===== config.mk =====
export PLATFORM = sky130hd
export DESIGN_NAME = uart_tx_mmio
export DESIGN_NICKNAME = d
export VERILOG_FILES = /design/src/rtl/uart_pkg.sv /design/src/rtl/sync_fifo.sv /design/src/rtl/uart_tx_mmio.sv
export SDC_FILE = /design/constraint.sdc
export NUM_CORES = 1
export LEC_CHECK = 0
export CORE_UTILIZATION = 50
export DETAILED_ROUTE_END_ITERATION = 8
export PLACE_DENSITY = 0.73
export SLEW_MARGIN = 20
export SYNTH_ARGS = -nofsm -noshare
export SYNTH_HDL_FRONTEND = slang
export SYNTH_SLANG_ARGS = --single-unit

===== constraint.sdc =====
create_clock -name clk_i -period 5.65 [get_ports clk_i]
set_input_delay 0.565 -clock clk_i [delete_from_list [all_inputs] [get_ports clk_i]]
set_output_delay 0.565 -clock clk_i [all_outputs]
set_load 0.03 [all_outputs]

===== src/rtl/uart_pkg.sv =====
// Shared definitions for the UART peripheral: register offsets, STATUS bit
// positions and the transmit FSM state type.
package uart_pkg;

  localparam logic [1:0] REG_TXDATA   = 2'd0;
  localparam logic [1:0] REG_STATUS   = 2'd1;
  localparam logic [1:0] REG_BAUD_DIV = 2'd2;

  localparam int STATUS_FULL      = 0;
  localparam int STATUS_EMPTY     = 1;
  localparam int STATUS_BUSY      = 2;
  localparam int STATUS_OVERFLOW  = 3;
  localparam int STATUS_COUNT_LSB = 4;

  typedef enum logic [1:0] {IDLE, START, DATA, STOP} uart_tx_state_t;

  // A programmed divisor of zero would stall the baud counter, so it runs as one.
  function automatic logic [15:0] effectiveDiv(input logic [15:0] raw);
    return (raw == 16'd0) ? 16'd1 : raw;
  endfunction

endpackage


===== src/rtl/sync_fifo.sv =====
// Single-clock FIFO with first-word-fall-through read; reusable for TX and RX.
// Pushes into a full FIFO are dropped unless a pop happens in the same cycle.
module sync_fifo #(
  parameter int WIDTH = 8,
  parameter int DEPTH = 8
) (
  input  logic                     clk_i,
  input  logic                     rst_i,
  input  logic                     push_i,
  input  logic [WIDTH-1:0]         pushData_i,
  input  logic                     pop_i,
  output logic [WIDTH-1:0]         popData_o,
  output logic                     full_o,
  output logic                     empty_o,
  output logic [$clog2(DEPTH):0]   count_o,
  output logic                     pushDropped_o
);

  localparam int AW = $clog2(DEPTH);
  localparam int CW = AW + 1;

  logic [WIDTH-1:0] mem_q [DEPTH];
  logic [AW-1:0]    wrPtr_q, wrPtr_d;
  logic [AW-1:0]    rdPtr_q, rdPtr_d;
  logic [CW-1:0]    count_q, count_d;
  logic             doPush, doPop;

  assign full_o        = (count_q == CW'(DEPTH));
  assign empty_o       = (count_q == '0);
  assign count_o       = count_q;
  assign popData_o     = mem_q[rdPtr_q];
  assign doPop         = pop_i && !empty_o;
  assign doPush        = push_i && (!full_o || doPop);
  assign pushDropped_o = push_i && !doPush;

  // Pointers are AW bits wide, so they wrap modulo DEPTH on their own.
  always_comb begin
    wrPtr_d = wrPtr_q;
    rdPtr_d = rdPtr_q;
    count_d = count_q;
    if (doPush) wrPtr_d = wrPtr_q + AW'(1);
    if (doPop)  rdPtr_d = rdPtr_q + AW'(1);
    case ({doPush, doPop})
      2'b10:   count_d = count_q + CW'(1);
      2'b01:   count_d = count_q - CW'(1);
      default: count_d = count_q;
    endcase
  end

  always_ff @(posedge clk_i) begin
    if (rst_i) begin
      wrPtr_q <= '0;
      rdPtr_q <= '0;
      count_q <= '0;
    end else begin
      wrPtr_q <= wrPtr_d;
      rdPtr_q <= rdPtr_d;
      count_q <= count_d;
    end
  end

  always_ff @(posedge clk_i) begin
    if (doPush) mem_q[wrPtr_q] <= pushData_i;
  end

endmodule


===== src/rtl/uart_tx_mmio.sv =====
// Memory-mapped 8N1 UART transmitter: register decode, TX FIFO, baud counter
// and a registered serial output. Loads return status in the same cycle.
module uart_tx_mmio
  import uart_pkg::*;
#(
  parameter int FIFO_DEPTH   = 8,
  parameter int CLKS_PER_BIT = 868
) (
  input  logic        clk_i,
  input  logic        rst_i,
  input  logic        sel_i,
  input  logic [3:0]  write_mask_i,
  input  logic [31:0] addr_i,
  input  logic [31:0] d_write_i,
  output logic [31:0] d_read_o,
  output logic        tx_o
);

  localparam int CW = $clog2(FIFO_DEPTH) + 1;

  uart_tx_state_t state_q, state_d;
  logic [7:0]     shift_q, shift_d;
  logic [2:0]     bitIdx_q, bitIdx_d;
  logic [15:0]    baudCnt_q, baudCnt_d;
  logic [15:0]    div_q, div_d;
  logic [15:0]    baudDiv_q, baudDiv_d;
  logic           overflow_q, overflow_d;
  logic           tx_q, tx_d;

  logic [1:0]     regSel;
  logic           pushReq, fifoPop, fifoFull, fifoEmpty, pushDropped, busy;
  logic [7:0]     fifoData;
  logic [CW-1:0]  fifoCount;
  logic [31:0]    statusWord;
  logic           unusedBits;

  assign regSel     = addr_i[3:2];
  assign pushReq    = sel_i && write_mask_i[0] && (regSel == REG_TXDATA);
  assign unusedBits = ^{addr_i[31:4], addr_i[1:0], d_write_i[31:16]};
  assign tx_o       = tx_q;

  sync_fifo #(.WIDTH(8), .DEPTH(FIFO_DEPTH)) u_txFifo (
    .clk_i        (clk_i),
    .rst_i        (rst_i),
    .push_i       (pushReq),
    .pushData_i   (d_write_i[7:0]),
    .pop_i        (fifoPop),
    .popData_o    (fifoData),
    .full_o       (fifoFull),
    .empty_o      (fifoEmpty),
    .count_o      (fifoCount),
    .pushDropped_o(pushDropped)
  );

  // Register writes; TXDATA pushes and STATUS clears never coincide, so overflow set/clear cannot conflict.
  always_comb begin
    baudDiv_d  = baudDiv_q;
    overflow_d = overflow_q || pushDropped;
    if (sel_i && (regSel == REG_BAUD_DIV)) begin
      if (write_mask_i[0]) baudDiv_d[7:0]  = d_write_i[7:0];
      if (write_mask_i[1]) baudDiv_d[15:8] = d_write_i[15:8];
    end
    if (sel_i && write_mask_i[0] && (regSel == REG_STATUS) && d_write_i[STATUS_OVERFLOW])
      overflow_d = 1'b0;
  end

  always_comb begin
    statusWord                             = '0;
    statusWord[STATUS_FULL]                = fifoFull;
    statusWord[STATUS_EMPTY]               = fifoEmpty;
    statusWord[STATUS_BUSY]                = busy;
    statusWord[STATUS_OVERFLOW]            = overflow_q;
    statusWord[STATUS_COUNT_LSB +: 4]      = 4'(fifoCount);
    d_read_o = '0;
    if (sel_i && (write_mask_i == 4'b0000)) begin
      case (regSel)
        REG_STATUS:   d_read_o = statusWord;
        REG_BAUD_DIV: d_read_o = {16'd0, baudDiv_q};
        default:      d_read_o = '0;
      endcase
    end
  end

  always_ff @(posedge clk_i) begin
    if (rst_i) begin
      state_q    <= IDLE;
      shift_q    <= '0;
      bitIdx_q   <= '0;
      baudCnt_q  <= '0;
      div_q      <= '0;
      baudDiv_q  <= 16'(CLKS_PER_BIT);
      overflow_q <= 1'b0;
      tx_q       <= 1'b1;
    end else begin
      state_q    <= state_d;
      shift_q    <= shift_d;
      bitIdx_q   <= bitIdx_d;
      baudCnt_q  <= baudCnt_d;
      div_q      <= div_d;
      baudDiv_q  <= baudDiv_d;
      overflow_q <= overflow_d;
      tx_q       <= tx_d;
    end
  end

  // The divisor is captured at frame start so BAUD_DIV writes only affect later frames.
  always_comb begin
    state_d   = state_q;
    shift_d   = shift_q;
    bitIdx_d  = bitIdx_q;
    baudCnt_d = baudCnt_q;
    div_d     = div_q;
    case (state_q)
      IDLE: begin
        if (!fifoEmpty) begin
          shift_d   = fifoData;
          div_d     = effectiveDiv(baudDiv_q);
          baudCnt_d = div_d - 16'd1;
          state_d   = START;
        end
      end
      START: begin
        if (baudCnt_q == 16'd0) begin
          state_d   = DATA;
          bitIdx_d  = 3'd0;
          baudCnt_d = div_q - 16'd1;
        end else begin
          baudCnt_d = baudCnt_q - 16'd1;
        end
      end
      DATA: begin
        if (baudCnt_q == 16'd0) begin
          shift_d   = {1'b0, shift_q[7:1]};
          baudCnt_d = div_q - 16'd1;
          if (bitIdx_q == 3'd7) state_d = STOP;
          else                  bitIdx_d = bitIdx_q + 3'd1;
        end else begin
          baudCnt_d = baudCnt_q - 16'd1;
        end
      end
      STOP: begin
        if (baudCnt_q == 16'd0) state_d = IDLE;
        else                    baudCnt_d = baudCnt_q - 16'd1;
      end
      default: state_d = IDLE;
    endcase
  end

  // tx is derived from the next state so the registered line changes exactly at bit boundaries.
  always_comb begin
    fifoPop = (state_q == IDLE) && !fifoEmpty;
    busy    = (state_q != IDLE);
    case (state_d)
      START:   tx_d = 1'b0;
      DATA:    tx_d = shift_d[0];
      default: tx_d = 1'b1;
    endcase
  end

endmodule


==> results.txt <==
Total I/O pin count -> 104
Pre-CTS setup slack -> 1.80 ns
Leading post-synthesis cells by cell area -> edfxtp_1 (27%), dfxtp_1 (21%), nand2_1 (5.2%)
Clk Latency, worst-skew pair -> 0.42 ns
Clock transition at path regs -> 0.06 ns
Hold depth -> 2
Crit path buf inv count -> 1
Mean cell area of the mapped netlist -> 9.84 um2
Area Growth Syn to Fin -> 14.1%
Synth top area share -> 0.268
Final worst path period share -> 0.690
Die height -> 122 um
DP Wirelength -> 11200 um
Final nets -> 836
Gpl congestion -> 0.889
Share of layout cells above drive strength 1 -> 0.0897
Fmax -> 257 MHz
FILL cells -> 1121
Row count -> 43
Sink Count -> 140
Crit path largest cell delay -> 0.66 ns
Reg-to-Reg End -> u_txFifo.count_o[3]
Register area share after synthesis -> 0.480
Crit Path Max Fanout -> 25
Fin. Hold Viols -> 0
Vias/cell -> 6.00
Overflow after GRT -> 0
Initial Util -> 0.515
Setup Fix Bufs, Post-CTS -> 0
Gr usage total -> 0.233
CP required -> 6.00 ns
CTS hold repair buffers -> 0
I/O Buffers -> 41
Met3 GRT Util -> 0.0520
Setup slack after layout -> 1.75 ns
Grt met1 use -> 0.314
Die area -> 0.0148 mm2
FF-to-FF path depth -> 10
Critical R2R Launch -> u_txFifo.count_o[3]
TritonRoute pass-1 iters -> 7
First-pass GRT wire length -> 26300 um
Critical Path AT -> 4.24 ns
Num CTS Buffers -> 17
Hold Path End -> bitIdx_q[1]
Least-Margin Pin Slew -> 1.01 ns
Die width -> 122 um
Post-CTS Resized -> 0
Yosys top cell by area -> edfxtp_1
# diodes -> 0
H-tree Lvls -> 4
CTS max path bufs -> 2
CTS tree -> built
RSZ-0062 raised after global routing -> no
Global Route met2 Usage -> 0.366
P per Cell Area -> 520 mW/mm2
Worst hold path class -> flip-flop to flip-flop
Run status -> finished, final reports clean
Slew HR -> 0.327
R2R Setup Slk -> 1.75 ns
Core area -> 0.0139 mm2
ANT nets after route -> 0
Vias -> 5625
Cell family with most CP delay -> simple AND/OR/NAND/NOR gates
Hold Path Origin -> bitIdx_q[1]
Async set-or-reset flop fraction in the synthesized netlist -> 0
Initial DRC count -> 483
Slew Limit Fails -> 0
Yosys warnings -> 0
Post-synth cell types -> 62
Register bit total from synthesis -> 140
Maximum VDD drop -> 0.000290 V
Top Usage Layer GRT -> met2
Pin count of the biggest net entering global routing -> 64
Post-synth EDFFs -> 64
Clk_skew -> 0.00895 ns
Crit-path slowest cell -> nand2_1
Critical path, cell by cell -> or4_1 -> nand2_1 -> inv_1 -> ha_1 -> ha_1 -> a21o_1 -> a21oi_1 -> xnor2_1 -> or3_1 -> a21oi_1
Remaining DRCs -> 0
Root Buffer -> clkbuf_16
Startpoint types -> flip-flop
Synth Flop Type -> dfxtp_1
Synth Instances -> 729
Final setup vio count -> 0
Final min period -> 3.90 ns
Vias in the first global route -> 5287
CP Class -> flip-flop to flip-flop
DRT Wirelength -> 16400 um
Crit end category -> flip-flop
LEAKAGE -> 2.85 nW
Routed len/inst -> 17.4 um
Initial antenna violation count -> 0
Post-Syn Area -> 0.00717 mm2
Setup TNS -> 0 ns
Number of max-cap violations -> 0
sequential cells by signal, indices dropped and copies added, names as in the netlist, named ones only:
name              cells
tx_o                  1
u_txFifo.wrPtr_q      3
u_txFifo.count_o      4
u_txFifo.rdPtr_q      3
baudCnt_q            16
baudDiv_q            16
state_q               2
overflow_q            1
shift_q               8
bitIdx_q              3
div_q                16
u_txFifo.mem_q       64
placed cells by master (no fill, tap or decap), drive strengths merged, types with 17 or more instances in the layout:
cell type,count
edfxtp,64
nor2,64
inv,28
xor2,20
o21ai,17
clkbuf,17
a21oi,66
nand2,99
clkdlybuf4s50,40
nand3,17
ha,19
dfxtp,76
how the worst max path moves through the flow:
stage                              from                  end  slack, ns  depth (start not counted)
floorplan                  baudDiv_q[8]        baudCnt_q[10]       2.75                         12
global placement    u_txFifo.count_o[0]  u_txFifo.count_o[3]       1.91                         10
detailed placement  u_txFifo.count_o[0]  u_txFifo.count_o[3]       1.80                         10
CTS                 u_txFifo.count_o[0]  u_txFifo.count_o[3]       1.77                         10
global route        u_txFifo.count_o[0]  u_txFifo.count_o[3]       1.44                         10
finish              u_txFifo.count_o[3]  u_txFifo.count_o[3]       1.75                         10
cell families after synthesis:
family / share of synthesized area
simple gates: 0.181
compound gates: 0.136
flops: 0.480
buf+inv: 0.0567
xor+xnor: 0.0440
mux: 0.0656
fa+ha+maj: 0.0359
other cells: 0.000523
Yosys cell counts, types with 6 or more instances:
| cell type | count |
|---|---|
| nor2_1 | 64 |
| buf_4 | 16 |
| or4_1 | 8 |
| nand2_1 | 99 |
| nand4_1 | 7 |
| xnor2_1 | 16 |
| xor2_1 | 20 |
| mux2i_1 | 11 |
| clkbuf_1 | 34 |
| edfxtp_1 | 64 |
| a31oi_1 | 6 |
| and2_1 | 12 |
| buf_2 | 7 |
| or3_1 | 7 |
| inv_1 | 23 |
| ha_1 | 19 |
| and3_1 | 8 |
| dfxtp_1 | 76 |
| o21ai_0 | 17 |
| nand3_1 | 17 |
| nor4_1 | 10 |
| mux4_2 | 16 |
| a22oi_1 | 8 |
| a21oi_1 | 66 |
| o211ai_1 | 7 |
| nor3_1 | 15 |
layer usage:
metal	wire, um	up-vias	share of wire
met5	0	-	0
met4	261	0	0.016
met3	1200	23	0.074
met2	7740	231	0.47
met1	7150	2715	0.44
li1	-	2656	-
tightest hold or removal path: stages, from the launching register on:
cell and delay (ns):
dfxtp_1 0.31, nand2_1 0.05, a21oi_1 0.05
layout make-up:
type,count,area [um2],share of cell area
Clock buffer,17,425,0.0520
Clock inverter,15,185,0.0226
Inverter,23,86.3,0.0105
Multi-Input combinational cell,518,3380,0.413
Sequential cell,140,3440,0.421
Tap cell,180,225,0.0275
Timing Repair Buffer,45,435,0.0532
stage by stage:
step                      total power [mW]  hold slack, ns  area [um2]  instances   util
final                                 4.26           0.462        8180        938  0.587
after global routing                  4.50           0.480        8180        938  0.587
after CTS                             4.24           0.463        8180        938  0.587
after detailed placement              3.08           0.455        7570        906  0.543
after global placement                3.01           0.442        7570        906  0.543
after floorplan                       2.73           0.436        7230        744      -
power breakdown:
part | leakage, nW | switching (mW) | internal [mW]
logic | 1.35 | 1.06 | 0.667
registers | 1.20 | 0.186 | 1.19
clock network | 0.300 | 0.449 | 0.702
(Power assumes the default switching activity.)
